===== config.mk =====
export PLATFORM = sky130hd
export DESIGN_NAME = stopwatch_timer
export DESIGN_NICKNAME = d
export VERILOG_FILES = /design/src/rtl/stopwatch_timer.sv
export SDC_FILE = /design/constraint.sdc
export NUM_CORES = 1
export LEC_CHECK = 0
export CAP_MARGIN = 20
export CORE_AREA = 2 2 108 110
export DETAILED_ROUTE_END_ITERATION = 12
export DIE_AREA = 0 0 110 112
export PLACE_DENSITY = 0.66
export SYNTH_ARGS = -nofsm -noshare
export SYNTH_HDL_FRONTEND = slang
export SYNTH_SLANG_ARGS = --single-unit
export TNS_END_PERCENT = 1

===== constraint.sdc =====
create_clock -name clk -period 3.7 [get_ports clk]
set_clock_uncertainty 0.2 [all_clocks]
set_input_delay 0.555 -clock clk [delete_from_list [all_inputs] [get_ports clk]]
set_output_delay 0.555 -clock clk [all_outputs]
set_load 0.005 [all_outputs]

===== src/rtl/stopwatch_timer.sv =====
// -----------------------------------------------------------------------------
// stopwatch_timer
//
// BCD stopwatch / countdown timer with an internal tenth-second prescaler,
// preset load, lap capture and countdown terminal handling (halt or wrap).
// Sits between the board clock and the seven-segment display driver. All
// command inputs are debounced single-cycle pulses.
//
// Parameters:
//   TICK_DIV       clk cycles per tenth-second tick (>= 2)
//   MIN_DIGITS     number of BCD minute digits (1 or 2)
//   COUNTDOWN_STOP 1: countdown halts at zero and pulses done
//                  0: countdown wraps from zero to the maximum value
//
// Ports (W = 4*(MIN_DIGITS+3)):
//   clk         in   system clock
//   reset_n     in   asynchronous active-low reset
//   start       in   pulse: begin / resume counting
//   stop        in   pulse: pause counting
//   clear       in   pulse: zero the time and stop
//   mode_down   in   1 = count down, 0 = count up (sampled on each tick)
//   load        in   pulse: preset time from load_value (clamped per digit)
//   load_value  in   packed BCD preset
//   lap         in   pulse: capture current time into lap_out
//   time_out    out  packed BCD time {minutes.., tens-s, ones-s, tenths}
//   lap_out     out  last captured time
//   lap_valid   out  one-cycle pulse when lap_out updates
//   running     out  counting enabled
//   done        out  one-cycle pulse when a countdown reaches zero
//   wrap        out  one-cycle pulse on any wrap-around
// -----------------------------------------------------------------------------
module stopwatch_timer #(
    parameter int TICK_DIV       = 10_000_000,
    parameter int MIN_DIGITS     = 1,
    parameter bit COUNTDOWN_STOP = 1'b1,
    localparam int NDIG          = MIN_DIGITS + 3,
    localparam int W             = 4 * NDIG
) (
    input  logic         clk,
    input  logic         reset_n,
    input  logic         start,
    input  logic         stop,
    input  logic         clear,
    input  logic         mode_down,
    input  logic         load,
    input  logic [W-1:0] load_value,
    input  logic         lap,
    output logic [W-1:0] time_out,
    output logic [W-1:0] lap_out,
    output logic         lap_valid,
    output logic         running,
    output logic         done,
    output logic         wrap
);

    localparam int            PW         = $clog2(TICK_DIV);
    localparam logic [PW-1:0] PRESC_LAST = PW'(TICK_DIV - 1);

    // -------------------------------------------------------------------------
    // State registers
    // -------------------------------------------------------------------------
    logic [W-1:0]  time_q,      time_d;
    logic [W-1:0]  lap_out_q,   lap_out_d;
    logic          lap_valid_q, lap_valid_d;
    logic          running_q,   running_d;
    logic          done_q,      done_d;
    logic          wrap_q,      wrap_d;
    logic [PW-1:0] presc_q,     presc_d;

    // -------------------------------------------------------------------------
    // Per-digit BCD arithmetic.
    // Digit 0 is tenths, 1 ones-seconds, 2 tens-seconds, 3.. minutes.
    // The carry/borrow chains start at 1 so inc_time/dec_time are always the
    // "ticked" value; a chain that ripples out of the top digit means the
    // result already wrapped (to zero going up, to MAX going down).
    // -------------------------------------------------------------------------
    logic [NDIG:0] carry;
    logic [NDIG:0] borrow;
    logic [W-1:0]  inc_time;
    logic [W-1:0]  dec_time;
    logic [W-1:0]  clamp_value;

    assign carry[0]  = 1'b1;
    assign borrow[0] = 1'b1;

    generate
        for (genvar gi = 0; gi < NDIG; gi++) begin : g_digit
            // Tens-of-seconds rolls over at 5, every other digit at 9.
            localparam logic [3:0] LIM = (gi == 2) ? 4'd5 : 4'd9;

            logic [3:0] cur;
            logic [3:0] ld;
            logic       at_lim;
            logic       at_zero;

            assign cur     = time_q[4*gi +: 4];
            assign ld      = load_value[4*gi +: 4];
            assign at_lim  = (cur == LIM);
            assign at_zero = (cur == 4'd0);

            assign inc_time[4*gi +: 4] = carry[gi]
                                       ? (at_lim ? 4'd0 : cur + 4'd1)
                                       : cur;
            assign carry[gi+1]         = carry[gi] & at_lim;

            assign dec_time[4*gi +: 4] = borrow[gi]
                                       ? (at_zero ? LIM : cur - 4'd1)
                                       : cur;
            assign borrow[gi+1]        = borrow[gi] & at_zero;

            // Out-of-range preset digits saturate at the digit's maximum.
            assign clamp_value[4*gi +: 4] = (ld > LIM) ? LIM : ld;
        end
    endgenerate

    // -------------------------------------------------------------------------
    // Next-state logic
    // -------------------------------------------------------------------------
    logic tick;
    logic time_zero;
    logic start_blocked;
    logic dec_reaches_zero;

    assign tick             = running_q && (presc_q == PRESC_LAST);
    assign time_zero        = (time_q == '0);
    assign dec_reaches_zero = (dec_time == '0);
    // A countdown sitting at zero has nothing to count; refuse to start it.
    assign start_blocked    = COUNTDOWN_STOP && mode_down && time_zero;

    always_comb begin
        time_d      = time_q;
        presc_d     = presc_q;
        running_d   = running_q;
        done_d      = 1'b0;
        wrap_d      = 1'b0;
        // Lap always sees the value held before this cycle's update, so it
        // is independent of the command priority chain below.
        lap_out_d   = lap ? time_q : lap_out_q;
        lap_valid_d = lap;

        if (clear) begin
            time_d    = '0;
            running_d = 1'b0;
            presc_d   = '0;
        end else if (load) begin
            time_d  = clamp_value;
            presc_d = '0;
        end else if (stop) begin
            // Prescaler is held so a later resume keeps its phase; any tick
            // due this cycle is dropped.
            running_d = 1'b0;
        end else if (running_q) begin
            presc_d = tick ? '0 : presc_q + 1'b1;
            if (tick) begin
                if (!mode_down) begin
                    time_d = inc_time;
                    wrap_d = carry[NDIG];
                end else if (borrow[NDIG]) begin
                    // Down tick while already at zero (reached by switching
                    // direction while running).
                    if (COUNTDOWN_STOP) begin
                        running_d = 1'b0;
                    end else begin
                        time_d = dec_time;
                        wrap_d = 1'b1;
                    end
                end else begin
                    time_d = dec_time;
                    if (COUNTDOWN_STOP && dec_reaches_zero) begin
                        running_d = 1'b0;
                        done_d    = 1'b1;
                    end
                end
            end
        end else if (start && !start_blocked) begin
            // Prescaler is not touched: a fresh start runs from 0 (after
            // clear/reset/load), a resume continues from the held phase.
            running_d = 1'b1;
        end
    end

    // -------------------------------------------------------------------------
    // Registers
    // -------------------------------------------------------------------------
    always_ff @(posedge clk or negedge reset_n) begin
        if (!reset_n) begin
            time_q      <= '0;
            lap_out_q   <= '0;
            lap_valid_q <= 1'b0;
            running_q   <= 1'b0;
            done_q      <= 1'b0;
            wrap_q      <= 1'b0;
            presc_q     <= '0;
        end else begin
            time_q      <= time_d;
            lap_out_q   <= lap_out_d;
            lap_valid_q <= lap_valid_d;
            running_q   <= running_d;
            done_q      <= done_d;
            wrap_q      <= wrap_d;
            presc_q     <= presc_d;
        end
    end

    assign time_out  = time_q;
    assign lap_out   = lap_out_q;
    assign lap_valid = lap_valid_q;
    assign running   = running_q;
    assign done      = done_q;
    assign wrap      = wrap_q;

endmodule


---- Yosys cells after proc, flatten, opt, wreduce, memory -nomap -nowiden ----
Cells that the tools add are included.
storage, ports and cells
  register bits ........................... 60
  input port bits ......................... 24
  logic and storage cells ................. 110
cells by class
  add/sub/neg operators ................... 9
  order comparisons ....................... 4
  equal/unequal tests ..................... 8
  mux-type cells .......................... 53
  bitwise logic cells ..................... 6
  reductions and logical operators ........ 20
operators with widths
  cell                                                            count
  two-way mux 24 bit                                              5
  two-way mux 16 bit                                              7
  two-way mux 4 bit                                               18
  zero test 16 bit                                                2
  adder 24 x 1 -> 24 bit (second input constant)                  1
  equality test 24 bit (second input constant)                    1
  two-way mux 1 bit                                               23
  adder 4 x 1 -> 4 bit (second input constant)                    4
  zero test 4 bit                                                 4
  subtractor 4 x 1 -> 4 bit (second input constant)               4
  AND reduction 5 bit                                             3
  equality test 4 bit (second input constant)                     3
  greater-than comparator 4 bit (second input constant)           3
  nonzero test 4 bit                                              3
  AND 1 bit                                                       6
  nonzero test 3 bit                                              2
  equality test 4 x 3 -> 1 bit (second input constant)            1
  greater-than comparator 4 x 3 -> 1 bit (second input constant)  1
  inequality test 4 bit (second input constant)                   1
  AND reduction 4 bit                                             1
  logical AND 1 bit                                               3
  inequality test 3 x 1 -> 1 bit (second input constant)          1
  inequality test 2 bit (second input constant)                   1
  AND reduction 2 bit                                             1
  zero test 1 bit                                                 1

---- Depth between registers and ports, before layout ----
  depth in word-level cells ............... 13
  gate-level depth with buffers ........... 9

---- Least setup slack after synthesis ----
OpenSTA, ideal clock, no wires.
  path type ............................... reg-to-reg
  start ................................... register time_q[4], in the netlist time_out[4]
  end ..................................... register time_q[8], in the netlist time_out[8]
  setup time .............................. 125 ps
  arrival ................................. 2384 ps
  required time ........................... 3375 ps
  setup slack ............................. 992 ps
  cell stages (with the launch flop) ...... 9
  buffers on the path ..................... 1
  clock period less this slack ............ 2708 ps
  cells stage by stage .................... dfrtp_1 inv_1 ha_1 or3b_2 clkbuf_1 nor4_2 nand2_1 o21ai_2 mux2_2
between the ends
  cells in the longest elaborated chain, start to end .. 10
  elaborated cells between the ends (all ways) .. 17
  classes of those cells .................. 2 x eq/ne; 8 x mux; 4 x bitwise; 3 x reduce/logical
RTL lines
  what                    RTL line  RTL
  from (decl)             62        logic [W-1:0] time_q, time_d;
  from (signal assigned)  195       time_q <= time_d;
  zero test 4 bit         99        assign at_zero = (cur == 4'd0);
  AND 1 bit               109       assign borrow[gi+1] = borrow[gi] & at_zero;
  two-way mux 4 bit       107       ? (at_zero ? LIM : cur - 4'd1)
  two-way mux 16 bit      158       end else if (borrow[NDIG]) begin
  two-way mux 16 bit      155       if (!mode_down) begin
  two-way mux 16 bit      154       if (tick) begin
  two-way mux 16 bit      152       end else if (running_q) begin
  two-way mux 16 bit      148       end else if (stop) begin
  two-way mux 16 bit      145       end else if (load) begin
  two-way mux 16 bit      141       if (clear) begin
Parallel ways exist; a longest one is shown, timed or not. The select of a mux whose other input is x is not followed.
A chain may end at the register's enable or synchronous reset.

---- Final worst setup path ----
Ends and elaborated chain as after synthesis.

==> results.toml <==
[power_and_ir_drop]
power.total_uw = 2186
p_sw_share_pct = 27.28
cellLeakagePower_uw = 0.001972
intPower_uw = 1590
comb_power_share_pct = 20.8
pwr-share-clk_pct = 43.9
vdd_ir_drop_max_v = 0.0002473
p_switching_uw = 596.5
power.density_mw_per_mm2 = 442.9
seq_power_share_pct = 35.3

[timing]
setup_violations = 0
rsz0062_at_grt = "false"
slew_headroom_pct = 42.10
holdWs_ns = -0.0003826
period_share_pct = 80.29
hold_viol = 2
tightest_slew_ns = 0.8658
clock.fmax_ghz = 0.3366
min_period_ns = 2.971
drv_slew = 0
setup_tns_ns = 0
fin_ws_ns = 0.7294

[synthesis]
synthAdderAreaFrac_pct = 4.554
seq_area_frac_synth_pct = 39.04
yosysUniqueCellTypes = 61
yosysWarningCount = 0
synth_edf_count = 0
synthXorXnorAreaFrac_pct = 4.554
yosys-top-cells-count = "dfrtp_1 (60), o21ai_0 (39), nor2_1 (38), nand2_1 (33), a21oi_1 (26)"
synth_top_family_by_area = "simple AND/OR/NAND/NOR gates"
muxShareOfSynthArea_pct = 6.864
avgSynthCellArea_um2 = 8.965
yosys.area.top_type = "dfrtp_1"
synthFlopType = "dfrtp_1"
synth-simple-area-share_pct = 23.62
synth.cell_area_mm2 = 0.003846
synth_cells = 429
yosysTopAreaCellShare_pct = 39.04
synth-seq-cells = 60
netlist_top_cells_area = "dfrtp_1 (39%), mux2_2 (5.6%), o21ai_0 (5.1%)"
async_flop_share_pct = 100.0
synthMostInstantiatedCell = "dfrtp_1"
synth_nets = 467
synth_compound_area_share_pct = 17.66

[critical_path]
endpoint_kind = "flip-flop"
crit_type = "flip-flop to flip-flop"
crit_fanout = 10
cp-start-kind = "flip-flop"
crit_required_ns = 3.71
crit_arrival_ns = 2.98

[route]
num_vias = 3570
dr.first_iter.drc_count = 268
drtAntennaViolNets = 0
detail_route.wl_per_cell_um = 16.78
dr.pass1.iters = 5
routed_wl_um = 10640
avgViaCountPerCell = 5.631
post-route-drc-count = 0

[final_layout]
fillers = 1082
ff_latch_area_mm2 = 0.001501
drive_gt1_share_pct = 12.22
diodes = 0
area_growth_pct = 28.33
final_nets = 524
multiInputGateArea_mm2 = 0.002202
post-route-util_pct = 44.17

[floorplanning]
pin_count = 60
fp.dieH_um = 112
start_util_pct = 34.42
rows = 39
core_mm2 = 0.01117
fp.dieW_um = 110
dieArea_mm2 = 0.01232

[placed_design]
post-place-ws_ns = 0.6028
gp_congestion = 0.8943
portBuffers = 59
dp_hpwl_um = 7728

[outcome]
status = "complete, but fails checks"
violations = "hold timing"

[global_routing]
antenna_found_initial = 0
grt_pass1_vias = 3501
track_usage_pct = 18.27
gr-total-overflow = 0
grt_pass1_wl_um = 17520
grt_start_max_net_pins = 38

[clock_network]
root_buffer = "clkbuf_16"
clock_path_buffers = 2
cts_resized = 0
cts_max_level = 3
post-cts-setup-buffers = 0
clock_sinks = 60
tritoncts = "done"
clkSlewWorstSetupHoldPaths_ns = 0.06
cts_buffers = 9
insertion_delay_ns = 0.34
cts_hold_buf = 0

[flow_run]
max_cap_viol_count = 0

[min_path]
hold_path.class = "input pin to asynchronous set/reset pin"
## logic make-up after synthesis
| family | Yosys count |
|---|---|
| buf+inv | 38 |
| simple gates | 165 |
| xor+xnor | 20 |
| mux | 24 |
| flops | 60 |
| compound gates | 108 |
| fa+ha+maj | 14 |
## worst max-delay path: stages (launching register included)
cell	delay [ns]
dfrtp_1	0.50
inv_1	0.15
ha_1	0.22
or3b_2	0.55
nor4_2	0.48
nand2_1	0.19
o21ai_2	0.17
mux2_2	0.38
## layout by cell type (no fill, tap or decap), types with 5 or more instances in the layout
cell             synthesis  final
xor2_1                   9      9
nand3_1                 15     15
nand2b_1                 5      5
ha_1                    14     14
o21ai_0                 39     39
a31oi_1                  7      7
or3_1                    6      6
a21oi_1                 26     26
clkbuf_16                0      9
nor2_1                  38     38
mux2_2                  19     19
clkdlybuf4s50_1          0     58
nand2_1                 33     33
nor3_1                   8      8
dfrtp_1                 60     60
inv_1                   16     16
xnor2_1                 11     11
nor4_1                   5      5
mux2i_1                  5      5
buf_4                    0      9
nand4_1                 11     11
nor3b_1                  6      6
o31ai_1                  6      6
## per-stage QoR
step                      instance area, um^2  hold slack (ns)  std cells
final                                    4936       -0.0003826        634
after global routing                     4936          0.04580        634
after CTS                                4936          0.01720        634
after detailed placement                 4596           0.2940        618
after global placement                   4596           0.2888        618
after floorplan                          3846          0.05941        429
## registers in the layout, summed over array words and instances (netlist names)
register,count
running,1
presc_q,24
done,1
time_out,16
lap_out,16
wrap,1
lap_valid,1
## final cells by class
type / count / share of cell area [%]
Timing Repair Buffer: 68 / 13.23
Multi-Input combinational cell: 331 / 44.61
Sequential cell: 60 / 30.42
Tap cell: 143 / 3.625
Clock inverter: 7 / 2.332
Clock buffer: 9 / 4.563
Inverter: 16 / 1.217
## worst paths after layout
kind / startpoint / endpoint / slack [ns] / cells after the start
max: time_out[4] / time_out[8] / 0.73 / 7
min: reset_n / time_out[2] / -0.0004 / 1
max reg2reg: time_out[4] / time_out[8] / 0.73 / 7
min reg2reg: lap_out[10] / lap_out[10] / 0.30 / 1
max in group asynchronous: reset_n / wrap / 2.40 / 2
min in group clk: lap_out[10] / lap_out[10] / 0.30 / 1
## routing by layer
| layer | track usage [%] | share of wire (%) | wire [um] |
|---|---|---|---|
| met1 | 25.51 | 47 | 4989 |
| met2 | 27.03 | 45 | 4789 |
| met3 | 4.625 | 6.6 | 697 |
| met4 | 6.920 | 1.5 | 163 |
| met5 | 0 | 0 | 0 |
## power groups by stage
stage	Combinational, uW	Sequential (uW)	Clock (uW)
6_report	454	772	961
4_1_cts	455	771	977
2_1_floorplan	263	757	0
5_1_grt	505	780	1020
3_5_place_dp	450	783	0
3_3_place_gp	448	780	0
No activity file was read; power rests on OpenSTA's default activity.
